--- config.mk ---
export PLATFORM = sky130hd
export DESIGN_NAME = fetch_unit
export DESIGN_NICKNAME = d
export VERILOG_FILES = /design/src/rtl/fetch_unit.sv
export SDC_FILE = /design/constraint.sdc
export NUM_CORES = 1
export LEC_CHECK = 0
export ABC_CLOCK_PERIOD_IN_PS = 12980
export CORE_UTILIZATION = 29
export CTS_CLUSTER_SIZE = 20
export DETAILED_ROUTE_END_ITERATION = 8
export PLACE_DENSITY = 0.58
export SLEW_MARGIN = 20
export SYNTH_ARGS = -nofsm -noshare
export SYNTH_HDL_FRONTEND = slang
export SYNTH_SLANG_ARGS = --single-unit
export TNS_END_PERCENT = 5
--- constraint.sdc ---
create_clock -name clk -period 12.98 [get_ports clk]
set_clock_uncertainty 0.2 [all_clocks]
set_input_delay 2.596 -clock clk [delete_from_list [all_inputs] [get_ports clk]]
set_output_delay 2.596 -clock clk [all_outputs]
set_load 0.01 [all_outputs]
--- src/rtl/fetch_unit.sv ---
// Instruction fetch stage: a 64-bit PC drives a combinational instruction memory,
// and fetched {pc, instr} pairs are buffered in a 2-entry in-order queue for decode.
module fetch_unit #(
  parameter logic [63:0] RESET_PC = 64'h0
) (
  input  logic        clk,
  input  logic        reset,
  output logic [63:0] imem_addr,
  input  logic [31:0] imem_rdata,
  input  logic        branch_taken,
  input  logic [63:0] branch_target,
  input  logic        id_ready,
  output logic        id_valid,
  output logic [31:0] id_instr,
  output logic [63:0] id_pc
);

  localparam logic [31:0] NOP_INSTR = 32'h0000_0013;

  logic [63:0] pc_q, pc_d;
  logic [1:0]  count_q, count_d;
  logic        head_q, head_d;
  logic        tail_q, tail_d;

  logic [63:0] slot_pc_q    [2];
  logic [31:0] slot_instr_q [2];

  logic empty, full, enq, deq;

  // A redirect always lands on a word boundary, so the low target bits are ignored.
  logic unused_target_bits;
  assign unused_target_bits = ^branch_target[1:0];

  assign imem_addr = pc_q;

  always_comb begin
    empty    = (count_q == 2'd0);
    full     = (count_q == 2'd2);
    enq      = !full && !branch_taken;
    id_valid = !empty && !branch_taken;
    deq      = id_valid && id_ready;
  end

  always_comb begin
    // NOTE: every output of a combinational block gets a default first, so no path leaves it unassigned and no latch is inferred.
    id_instr = NOP_INSTR;
    id_pc    = 64'h0;
    if (!empty) begin
      id_instr = slot_instr_q[head_q];
      id_pc    = slot_pc_q[head_q];
    end
  end

  always_comb begin
    pc_d    = pc_q;
    count_d = count_q;
    head_d  = head_q;
    tail_d  = tail_q;
    if (branch_taken) begin
      pc_d    = {branch_target[63:2], 2'b00};
      count_d = 2'd0;
      head_d  = 1'b0;
      tail_d  = 1'b0;
    end else begin
      if (enq) begin
        pc_d   = pc_q + 64'd4;
        tail_d = tail_q + 1'b1;
      end
      if (deq) begin
        head_d = head_q + 1'b1;
      end
      count_d = count_q + {1'b0, enq} - {1'b0, deq};
    end
  end

  // NOTE: sequential state uses non-blocking assignments so every register samples pre-edge values.
  always_ff @(posedge clk) begin
    if (reset) begin
      pc_q    <= RESET_PC;
      count_q <= 2'd0;
      head_q  <= 1'b0;
      tail_q  <= 1'b0;
    end else begin
      pc_q    <= pc_d;
      count_q <= count_d;
      head_q  <= head_d;
      tail_q  <= tail_d;
    end
  end

  // NOTE: queue storage is deliberately not reset; a zero count makes its contents unobservable.
  always_ff @(posedge clk) begin
    if (enq) begin
      slot_pc_q[tail_q]    <= pc_q;
      slot_instr_q[tail_q] <= imem_rdata;
    end
  end

endmodule

; After elaboration in Yosys (flattened, before gate mapping)
; Memory sizes are Yosys's and may differ from the RTL's. A register that Yosys moved wholly into a read port is not among the register bits.
; Cells that the tools add are included.
[totals]
mem_count = 2
in_bits = 100
mem_bits_rw = 192
word_cells = 32
latch_bits = 0
register_bits = 68
romBits = 0
[classes]
magnitude_cmp = 0
muxes = 10
add_sub_neg = 5
shift = 0
reduce_logical = 9
div = 0
n_eq_ne = 1
n_bitwise = 0
n_mul = 0
[mem_list]
columns = memory, words, width, read_ports, rd_clocked_by_memory_dff, write_ports, line_no
row1 = slot_pc_q, 2, 64, 1, 1, 1, 25  ; logic [63:0] slot_pc_q [2];
row2 = slot_instr_q, 2, 32, 1, 1, 1, 26  ; logic [31:0] slot_instr_q [2];
[ops]
columns = cell, count
row1 = $mux 64, 3
row2 = $add 64x3->64 const B, 1
row3 = $mux 32, 1
row4 = $mux 1, 6
row5 = $logic_and 1x1->1, 3
row6 = $logic_not 1->1, 3
row7 = $add 1x1->1 const B, 2
row8 = $add 2x1->2, 1
row9 = $eq 2x2->1 const B, 1
row10 = $logic_not 2->1, 1
row11 = $reduce_bool 2->1, 1
row12 = $reduce_or 2->1, 1
row13 = $sub 2x1->2, 1

; Longest topological paths before layout
[depth]
ltp_word = 6
ltp_mapped = 11

; Least setup slack after synthesis
; No wires, ideal clock.
[synth_timing]
path_type = input to register
start = input branch_taken
end = memory slot_instr_q[0][0], enable pin
slack_ns = 4.721
t_arrival_ns = 7.512
t_required_ns = 12.233
cell_stages = 6
path_cell_list = inv_1 -> clkbuf_1 -> clkbuf_1 -> buf_1 -> nand2_1 -> nor2_1
[synth_via]
elab_chain_cells = 4
[synth_lines]
columns = element, line_no
row1 = "start, declared", 10  ; input logic branch_taken,
row2 = $logic_not 1->1, 39  ; enq = !full && !branch_taken;
row3 = $logic_and 1x1->1, 39
row4 = $mux 1, 93  ; if (enq) begin
row5 = $mux 1 (implied by the code), 95  ; slot_instr_q[tail_q] <= imem_rdata;
row6 = "end, declared", 26
; Every way passes these cells.

; Worst setup path after layout
[layout_timing]
start = input branch_taken
end = output id_valid
[layout_via]
elab_chain_cells = 2
[layout_lines]
columns = element, line_no
row1 = $logic_not 1->1, 40  ; id_valid = !empty && !branch_taken;
row2 = $logic_and 1x1->1, 40
row3 = "end, declared", 13  ; output logic id_valid,
; Every way passes these cells.

==> impl_metrics.tcl <==
set metrics [dict create \
    fp.dieW_um 196 \
    drc 0 \
    setup_violations 0 \
    synth_edf_count 188 \
    busiest_layer "met2" \
    critPathMostFrequentCell "clkdlybuf4s50_1" \
    synthAdderAreaFrac 0.00343 \
    grt_pass1_wl_mm 45.5 \
    cts_tree "done" \
    die-area_sq_mm 0.0385 \
    post-place-ws_ns 6.17 \
    dieHeight_um 196 \
    cp_slowest_cell "clkdlybuf4s50_1" \
    fin_setup_tns_ns 0 \
    grt_use_total 0.152 \
    synth.most_common_cell "edfxtp_1" \
    postSynthCellCount 895 \
    power_leakage_uw 0.00475 \
    post_cts_buffers 0 \
    synth-seq-cells 255 \
    hold_slack_ns 0.330 \
    slowest_delay_ns 0.53 \
    avgSynthCellArea_sq_um 12.2 \
    cts_buffer_depth 3 \
    gr-total-overflow 0 \
    hold_path_class "reg -> reg" \
    synth_top_family_by_area "simple AND/OR/NAND/NOR gates" \
    rows 70 \
    via_per_inst 4.78 \
    crit_path_end_kind "output port" \
    tightest_slew_ns 1.11 \
    peakVddDrop_mv 0.108 \
    synth_compound_area_frac 0.0682 \
    grt_use_met3 0.0363 \
    gr-usage-met1 0.202 \
    p_sw_frac 0.228 \
    async_flop_share 0 \
    cp_cell_sequence "clkdlybuf4s50_1 -> buf_4 -> nor2_1 -> clkdlybuf4s50_1" \
    power_frac_seq 0.472 \
    start_util 0.297 \
    wl_per_cell_um 18.0 \
    syn_to_final_growth_pct 37.4 \
    insertion_delay_ns 0.56 \
    timing.fmax_mhz 147 \
    finalCriticalPeriod_ns 6.78 \
    final_area_sq_mm 0.0150 \
    clkPwrFrac 0.432 \
    antenna_found_initial 4 \
    clockRootBuffer "clkbuf_16" \
    outcome "completed" \
    syn-cell-area_sq_mm 0.0109 \
    crit_path_max_fanout 25 \
    ys_dominant_reg_cell "edfxtp_1" \
    ant_nets 0 \
    maxCapViolations 0 \
    crit_type "in -> out" \
    synth.top_cell.area_share 0.516 \
    internal-power_uw 1580 \
    placed_area_sq_mm 0.0140 \
    cts-buffers-inserted 31 \
    crit_required_ns 10.18 \
    synth_xor_xnor_area_share 0.0240 \
    report.final.slew_viol_count 0 \
    first_pass_iters 4 \
    core-area_sq_mm 0.0369 \
    cts.htree.levels 1 \
    io_buffers 254 \
    ys_types 46 \
    synthTopCellsByArea "edfxtp_1 52%, dfxtp_1 12%, mux2i_1 8.8%, nor2_1 5.3%, a311oi_1 2.2%" \
    combPwrFrac 0.096 \
    layout.nets 1237 \
    yosys-top-cells-count "188 x edfxtp_1, 155 x nor2_1, 96 x mux2i_1" \
    p_switching_uw 466 \
    wirelength_mm 30.0 \
    crit_arrival_ns 3.99 \
    synth_mux_area_frac 0.0878 \
    drive_gt1_frac 0.0622 \
    grt_max_degree 79 \
    synth-simple-area-share 0.151 \
    vias 7949 \
    ios 261 \
    hpwl_mm 19.4 \
    post-route-period-util 0.522 \
    slew_headroom 0.260 \
    grt_pass1_vias 7673 \
    grt_setup_unrepaired "no" \
    use_met2 0.249 \
    yosys_warnings 0 \
    hold_viol 0 \
    clk_pin_slew_worst_paths_ns 0.05 \
    cts_hold_buf 0 \
    powerDensity_mw_per_mm2 136 \
    yosys.area.top_type "edfxtp_1" \
    start_kind "primary input" \
    yosysSeqAreaShare 0.639 \
    clock_sinks 255 \
    postCtsResizedCells 0 \
    gp_congestion 0.760 \
    worst_slack_ns 6.20 \
    drt_iter0_drc 389 \
]
==> final cells by class <==
| cell class | count | area (sq um) |
|---|---|---|
| inverters | 10 | 38.8 |
| multi-input cells | 573 | 3700 |
| clock buffers | 44 | 885 |
| diodes | 2 | 5.00 |
| fillers | 3503 | 21800 |
| well taps | 504 | 631 |
| repair buffers | 263 | 2610 |
| flip-flops and latches | 255 | 6990 |
| clock inverters | 13 | 178 |
==> critical path, delay by kind of cell <==
family / cells / cell delay [ns]
simple gates: 1 / 0.10
buf+inv: 3 / 1.28
==> worst paths after layout <==
path	start	to	depth (start not counted)	slack [ns]
min	imem_addr[36]	slot_pc_q[1][36]	0	0.33
min reg2reg	imem_addr[36]	slot_pc_q[1][36]	0	0.33
max reg2reg	count_q[0]	imem_addr[60]	5	9.48
max	branch_taken	id_valid	4	6.20
==> state kept, by name, summed over array words and instances, names as in the netlist, named ones only <==
| name | count |
|---|---|
| tail_q | 1 |
| slot_instr_q | 64 |
| head_q | 1 |
| imem_addr | 62 |
| slot_pc_q | 124 |
| count_q | 2 |
==> power by group through the flow <==
| stage | Clock [uW] | Combinational, uW | Sequential, uW |
|---|---|---|---|
| after floorplan | 0 | 81.5 | 981 |
| after CTS | 916 | 201 | 967 |
| after global placement | 0 | 198 | 982 |
| after global routing | 941 | 214 | 973 |
| after detailed placement | 0 | 200 | 984 |
| final | 886 | 197 | 967 |
==> placed cells by master, fill, tap and decap left out, types with 14 or more instances in the layout <==
cell type,synthesis,final
edfxtp_1,188,188
mux2i_1,96,96
o31ai_1,17,17
nand3_1,24,24
nor3_1,15,14
nand2_1,40,40
clkbuf_16,0,31
a211oi_1,21,21
a311oi_1,27,27
dfxtp_1,67,66
nand4_1,22,22
nor2_1,155,153
or3_1,14,14
clkdlybuf4s50_1,0,253
or4_1,19,19
xnor2_1,21,21
==> layer usage <==
layer  up-vias  part of all wire
li1       3864                 -
met1      3826              0.46
met2       213              0.46
met3        42             0.056
met4         4             0.019
met5         -            0.0010
==> per-stage QoR <==
| stage | power (uW) | instances | util |
|---|---|---|---|
| detailed placement | 1180 | 1605 | 0.379 |
| global placement | 1180 | 1605 | 0.379 |
| finish | 2050 | 1664 | 0.408 |
| CTS | 2080 | 1662 | 0.407 |
| global route | 2130 | 1662 | 0.408 |
| floorplan | 1060 | 898 | - |
==> kinds of logic (layout without fill, tap and decap cells) <==
family,count (synthesis),count (layout)
buffers and inverters,70,330
AND/OR/NAND/NOR,338,338
adder cells (fa/ha/maj),3,3
multiplexers,96,96
AO/OA/AOI/OAI,102,102
other,1,6
flip-flops,255,255
XOR/XNOR,30,30
Note: power is estimated with default switching activity, not from simulation.
